==> src/rtl/bus_arbiter_if.sv <==
// Master/device handshake bundle around bus_arbiter. The master modport is the arbiter's view
// (it drives the device bus); the slave modport is the view of the masters and devices around it.
interface bus_arbiter_if;
  logic        m0_req;
  logic        m0_wr;
  logic [31:0] m0_addr;
  logic [31:0] m0_wdata;
  logic [31:0] m0_rdata;
  logic        m0_ack;
  logic        m0_err;

  logic        m1_req;
  logic        m1_wr;
  logic [31:0] m1_addr;
  logic [31:0] m1_wdata;
  logic [31:0] m1_rdata;
  logic        m1_ack;
  logic        m1_err;

  logic        bus_req;
  logic        bus_wr;
  logic [31:0] bus_addr;
  logic [31:0] bus_wdata;
  logic [31:0] bus_rdata;
  logic        bus_ack;
  logic        bus_hit;

  modport master (
    input  m0_req, m0_wr, m0_addr, m0_wdata,
    output m0_rdata, m0_ack, m0_err,
    input  m1_req, m1_wr, m1_addr, m1_wdata,
    output m1_rdata, m1_ack, m1_err,
    output bus_req, bus_wr, bus_addr, bus_wdata,
    input  bus_rdata, bus_ack, bus_hit
  );

  modport slave (
    output m0_req, m0_wr, m0_addr, m0_wdata,
    input  m0_rdata, m0_ack, m0_err,
    output m1_req, m1_wr, m1_addr, m1_wdata,
    input  m1_rdata, m1_ack, m1_err,
    input  bus_req, bus_wr, bus_addr, bus_wdata,
    output bus_rdata, bus_ack, bus_hit
  );
endinterface

==> src/rtl/bus_arbiter.sv <==
// Two-master round-robin arbiter and single-outstanding sequencer for the device bus,
// with unmapped-address and ack-timeout error responses.
module bus_arbiter #(
  parameter int unsigned TIMEOUT = 16
) (
  input  logic          clk,
  input  logic          rst,
  bus_arbiter_if.master bus
);

  typedef enum logic [1:0] {StIdle, StBus, StResp} state_e;

  localparam logic [7:0] CntLimit = 8'(TIMEOUT - 1);

  state_e      state_q;
  logic        grant_q;
  logic        last_q;
  logic [7:0]  cnt_q;
  logic        err_q;
  logic [31:0] rdata_q;
  logic        bus_wr_q;
  logic [31:0] bus_addr_q;
  logic [31:0] bus_wdata_q;

  logic req_any;
  logic pick;

  assign req_any = bus.m0_req | bus.m1_req;
  // A tie goes to the master that was not served last.
  assign pick    = (bus.m0_req & bus.m1_req) ? ~last_q : bus.m1_req;

  always_ff @(posedge clk or posedge rst) begin
    if (rst) begin
      state_q     <= StIdle;
      grant_q     <= 1'b0;
      last_q      <= 1'b1;
      cnt_q       <= 8'd0;
      err_q       <= 1'b0;
      rdata_q     <= 32'd0;
      bus_wr_q    <= 1'b0;
      bus_addr_q  <= 32'd0;
      bus_wdata_q <= 32'd0;
    end else begin
      unique case (state_q)
        StIdle: begin
          if (req_any) begin
            grant_q     <= pick;
            last_q      <= pick;
            cnt_q       <= 8'd0;
            bus_wr_q    <= pick ? bus.m1_wr    : bus.m0_wr;
            bus_addr_q  <= pick ? bus.m1_addr  : bus.m0_addr;
            bus_wdata_q <= pick ? bus.m1_wdata : bus.m0_wdata;
            state_q     <= StBus;
          end
        end
        StBus: begin
          // The decoders only get the first cycle to claim the address; an ack then is ignored.
          if (cnt_q == 8'd0 && !bus.bus_hit) begin
            err_q   <= 1'b1;
            state_q <= StResp;
          end else if (bus.bus_ack) begin
            rdata_q <= bus.bus_rdata;
            err_q   <= 1'b0;
            state_q <= StResp;
          end else if (cnt_q == CntLimit) begin
            err_q   <= 1'b1;
            state_q <= StResp;
          end else begin
            cnt_q <= cnt_q + 8'd1;
          end
        end
        StResp: begin
          state_q <= StIdle;
        end
        default: begin
          state_q <= StIdle;
        end
      endcase
    end
  end

  assign bus.bus_req   = (state_q == StBus);
  assign bus.bus_wr    = bus_wr_q;
  assign bus.bus_addr  = bus_addr_q;
  assign bus.bus_wdata = bus_wdata_q;

  always_comb begin
    bus.m0_ack   = 1'b0;
    bus.m0_err   = 1'b0;
    bus.m0_rdata = 32'd0;
    bus.m1_ack   = 1'b0;
    bus.m1_err   = 1'b0;
    bus.m1_rdata = 32'd0;
    if (state_q == StResp) begin
      if (!grant_q) begin
        bus.m0_ack   = ~err_q;
        bus.m0_err   = err_q;
        bus.m0_rdata = rdata_q;
      end else begin
        bus.m1_ack   = ~err_q;
        bus.m1_err   = err_q;
        bus.m1_rdata = rdata_q;
      end
    end
  end

endmodule

==> src/flat_wrapper.sv <==
// flat-port wrapper written by rule: the top's interface ports become plain ports
module bus_arbiter_flat 
#(
  parameter int unsigned TIMEOUT = 16
)
  (clk, rst, bus_m0_req, bus_m0_wr, bus_m0_addr, bus_m0_wdata, bus_m0_rdata, bus_m0_ack, bus_m0_err, bus_m1_req, bus_m1_wr, bus_m1_addr, bus_m1_wdata, bus_m1_rdata, bus_m1_ack, bus_m1_err, bus_bus_req, bus_bus_wr, bus_bus_addr, bus_bus_wdata, bus_bus_rdata, bus_bus_ack, bus_bus_hit);
  bus_arbiter_if bus_i ();
  input  logic clk;
  input  logic rst;
  input wire logic [$bits(bus_i.m0_req)-1:0] bus_m0_req;
  input wire logic [$bits(bus_i.m0_wr)-1:0] bus_m0_wr;
  input wire logic [$bits(bus_i.m0_addr)-1:0] bus_m0_addr;
  input wire logic [$bits(bus_i.m0_wdata)-1:0] bus_m0_wdata;
  output wire logic [$bits(bus_i.m0_rdata)-1:0] bus_m0_rdata;
  output wire logic [$bits(bus_i.m0_ack)-1:0] bus_m0_ack;
  output wire logic [$bits(bus_i.m0_err)-1:0] bus_m0_err;
  input wire logic [$bits(bus_i.m1_req)-1:0] bus_m1_req;
  input wire logic [$bits(bus_i.m1_wr)-1:0] bus_m1_wr;
  input wire logic [$bits(bus_i.m1_addr)-1:0] bus_m1_addr;
  input wire logic [$bits(bus_i.m1_wdata)-1:0] bus_m1_wdata;
  output wire logic [$bits(bus_i.m1_rdata)-1:0] bus_m1_rdata;
  output wire logic [$bits(bus_i.m1_ack)-1:0] bus_m1_ack;
  output wire logic [$bits(bus_i.m1_err)-1:0] bus_m1_err;
  output wire logic [$bits(bus_i.bus_req)-1:0] bus_bus_req;
  output wire logic [$bits(bus_i.bus_wr)-1:0] bus_bus_wr;
  output wire logic [$bits(bus_i.bus_addr)-1:0] bus_bus_addr;
  output wire logic [$bits(bus_i.bus_wdata)-1:0] bus_bus_wdata;
  input wire logic [$bits(bus_i.bus_rdata)-1:0] bus_bus_rdata;
  input wire logic [$bits(bus_i.bus_ack)-1:0] bus_bus_ack;
  input wire logic [$bits(bus_i.bus_hit)-1:0] bus_bus_hit;
  assign bus_i.m0_req = bus_m0_req;
  assign bus_i.m0_wr = bus_m0_wr;
  assign bus_i.m0_addr = bus_m0_addr;
  assign bus_i.m0_wdata = bus_m0_wdata;
  assign bus_m0_rdata = bus_i.m0_rdata;
  assign bus_m0_ack = bus_i.m0_ack;
  assign bus_m0_err = bus_i.m0_err;
  assign bus_i.m1_req = bus_m1_req;
  assign bus_i.m1_wr = bus_m1_wr;
  assign bus_i.m1_addr = bus_m1_addr;
  assign bus_i.m1_wdata = bus_m1_wdata;
  assign bus_m1_rdata = bus_i.m1_rdata;
  assign bus_m1_ack = bus_i.m1_ack;
  assign bus_m1_err = bus_i.m1_err;
  assign bus_bus_req = bus_i.bus_req;
  assign bus_bus_wr = bus_i.bus_wr;
  assign bus_bus_addr = bus_i.bus_addr;
  assign bus_bus_wdata = bus_i.bus_wdata;
  assign bus_i.bus_rdata = bus_bus_rdata;
  assign bus_i.bus_ack = bus_bus_ack;
  assign bus_i.bus_hit = bus_bus_hit;
  bus_arbiter #(.TIMEOUT(TIMEOUT)) u_core (.clk(clk), .rst(rst), .bus(bus_i));
endmodule
==> config.mk <==
export PLATFORM = sky130hd
export DESIGN_NAME = bus_arbiter_flat
export DESIGN_NICKNAME = d
export VERILOG_FILES = /design/src/rtl/bus_arbiter_if.sv /design/src/rtl/bus_arbiter.sv /design/src/flat_wrapper.sv
export SDC_FILE = /design/constraint.sdc
export NUM_CORES = 1
export LEC_CHECK = 0
export CAP_MARGIN = 20
export CORE_MARGIN = 2
export CORE_UTILIZATION = 40
export CTS_CLUSTER_DIAMETER = 40
export CTS_CLUSTER_SIZE = 25
export DETAILED_ROUTE_END_ITERATION = 10
export DONT_BUFFER_PORTS = 1
export SLEW_MARGIN = 15
export SYNTH_ARGS = -nofsm -noshare
export SYNTH_HDL_FRONTEND = slang
export SYNTH_SLANG_ARGS = --single-unit
export TNS_END_PERCENT = 50
==> constraint.sdc <==
create_clock -name clk -period 6.5 [get_ports clk]
set_input_delay 0.975 -clock clk [delete_from_list [all_inputs] [get_ports clk]]
set_output_delay 0.975 -clock clk [all_outputs]
set_load 0.005 [all_outputs]
==> reports/metrics.cfg <==
[status]
status=complete, no violations

[layout]
fill_cells=1246
syn_to_final_growth_pct=8.47
antenna_cells=0
multi_input_area_um2=2420
final_cell_mix=109 x dfrtp_1, 69 x nand2_1, 67 x o21ai_0, 66 x and2_1, 65 x mux2i_1
layout-drive-gt1-share_pct=11.9
fin_cells=655
fin_nets=644
mostFrequentLayoutCell=dfrtp_1
seq_area_um2=2750
finalInstanceArea_um2=5770

[timing]
tns_ps=0
tightest_slew_ps=1000
fmax_mhz=358
finalCriticalPeriod_ps=2790
rsz0062_at_grt=no
drv_slew=0
relSlewSlack_pct=33.2
period_share_pct=42.9
final-hold-violation-count=0
setup_viol=0
clock_skew_ps=9.04

[synthesis]
yosysWarningCount=0
synth.avg_cell_area_um2=10.9
netlist_area_um2=5320
ys.flop_type=dfrtp_1
synth_area_leader_cell=dfrtp_1
synth_top_area_share_pct=51.3
synth_cell_types=43
synth_seq_cells=110
async_flop_share_pct=100
synth_edf_count=0
syn_nets=659
yosysSeqAreaShare_pct=51.8
synthCells=489
ys_top_cells_by_area=dfrtp_1 51%, mux2i_1 12%, and2_1 7.8%

[worst_setup_path]
slowest_stage=and3b_1
cp.required_ps=5520
crit_type=flop to output pin
cp_max_fo=34
critPathArrivalTime_ps=1820
cp-end-kind=output pin
worstSetupStartpointType=flop
cpPeakStageDelay_ps=790
crit_chain=and3b_1, and2_1

[pwr]
leakage_nw=2.59
power.density_nw_per_um2=453
ir_drop_v=0.000155

[clocking]
cts_setup_buffers=0
numCtsBuffers=9
cts.sinks=110
clk_latency_ps=340
cts_resized=0
ctsHoldBuffers=0
ctsHtreeMaxLevel=3
clockRootBuffer=clkbuf_16
clk_pin_slew_ps=70
clockBufferDepth=2
cts_tree=yes

[grt]
antenna_found_initial=0
grt_usage_pct=17.8
grt_max_degree=85
gr-total-overflow=0
grt_pass1_vias=3541
grt_pass1_wl_um=19400

[drt]
drt-initial-drc-count=166
wl_per_cell_um=19.4
vias=3438
wl_um=12700
drc_errors=0
viasPerCell=5.25
ant_nets=0
first_pass_iters=4

[place]
dp.cells=638
hpwl_um=9670
io_buffers=0
dpl_cell_area_um2=5450
place.gp.congestion=0.796

[die]
core_um2=13100
std_cell_rows=42
dieArea_um2=14200
die_w_um=119
die_height_um=119
ios=302
initial_core_util_pct=40.5

[flow_run]
drv_cap=0

[min_path]
hold_path.class=flop to flop

[cell type report]
cell class / instances / share of cell area [%]
Clock inverter: 6 / 1.19
Tap cell: 176 / 3.82
Multi-Input combinational cell: 344 / 42.0
Inverter: 4 / 0.304
Timing Repair Buffer: 5 / 0.997
Clock buffer: 10 / 3.97
Sequential cell: 110 / 47.7
[stage by stage]
step / hold slack, ps / setup WS [ps] / utilization (%) / power (mW)
floorplan: 464 / 2620 / - / 1.87
global placement: 479 / 3600 / 41.4 / 2.03
detailed placement: 491 / 3530 / 41.4 / 2.07
CTS: 507 / 3680 / 43.7 / 2.63
global route: 511 / 3590 / 43.9 / 2.82
finish: 498 / 3710 / 43.9 / 2.61
[critical path: cells and delay by family (launching register included)]
family / cells / cell delay [ps]
AND/OR/NAND/NOR: 2 / 1050
flip-flops: 1 / 410
[report_power, final]
group | switching, mW | internal, mW | total [mW]
clock network | 0.250 | 0.302 | 0.552
registers | 0.269 | 1.02 | 1.29
logic | 0.427 | 0.348 | 0.776
[cells in the mapped netlist (2+ instances only)]
cell type	number
dfrtp_1	109
nand2_1	69
o21ai_0	67
and2_1	66
mux2i_1	65
mux2_2	24
clkbuf_1	15
mux2_1	10
buf_2	9
a31oi_1	4
and3_1	4
nand3_1	4
buf_4	3
buf_6	3
inv_1	3
nor2b_1	3
ha_1	2
nand2b_1	2
o21a_1	2
xor2_1	2
[per-layer routing]
| metal | track usage (%) | part of all wire, % | vias up |
|---|---|---|---|
| met2 | 32.0 | 52 | 193 |
| met1 | 18.6 | 36 | 1601 |
| met3 | 7.90 | 11 | 12 |
| met5 | 0 | 0 | - |
| met4 | 5.22 | 1.4 | 0 |
| li1 | - | - | 1632 |
[path summary, 6_finish.rpt]
check                      slack, ps                 end               start  cells past startpoint
setup / recovery                3710    bus_m1_rdata[23]   u_core.state_q[0]                      2
hold / removal                   500  u_core.rdata_q[11]  u_core.rdata_q[11]                      1
setup reg to reg                4110  u_core.rdata_q[15]   u_core.state_q[0]                      4
hold reg to reg                  500  u_core.rdata_q[11]  u_core.rdata_q[11]                      1
max in group asynchronous       4680  u_core.rdata_q[29]                 rst                      2
min in group asynchronous        580  u_core.rdata_q[11]                 rst                      1
[cell families (layout without fill, tap and decap cells)]
logic type | after synthesis | count (layout) | share of synthesized area (%)
flops | 110 | 110 | 51.8
fa+ha+maj | 2 | 2 | 0.470
buf+inv | 35 | 25 | 3.34
mux | 99 | 99 | 19.4
xor+xnor | 2 | 2 | 0.329
simple gates | 157 | 157 | 15.9
compound gates | 84 | 84 | 8.82
[state kept, by name, summed over array words and instances, names as in the netlist]
register and flops:
u_core.bus.bus_addr 32, u_core.bus.bus_wdata 32, u_core.rdata_q 32, u_core.cnt_q 8, u_core.state_q 2, u_core.bus.bus_wr 1, u_core.err_q 1, u_core.grant_q 1
u_core.last_q 1
(Power assumes the default switching activity.)
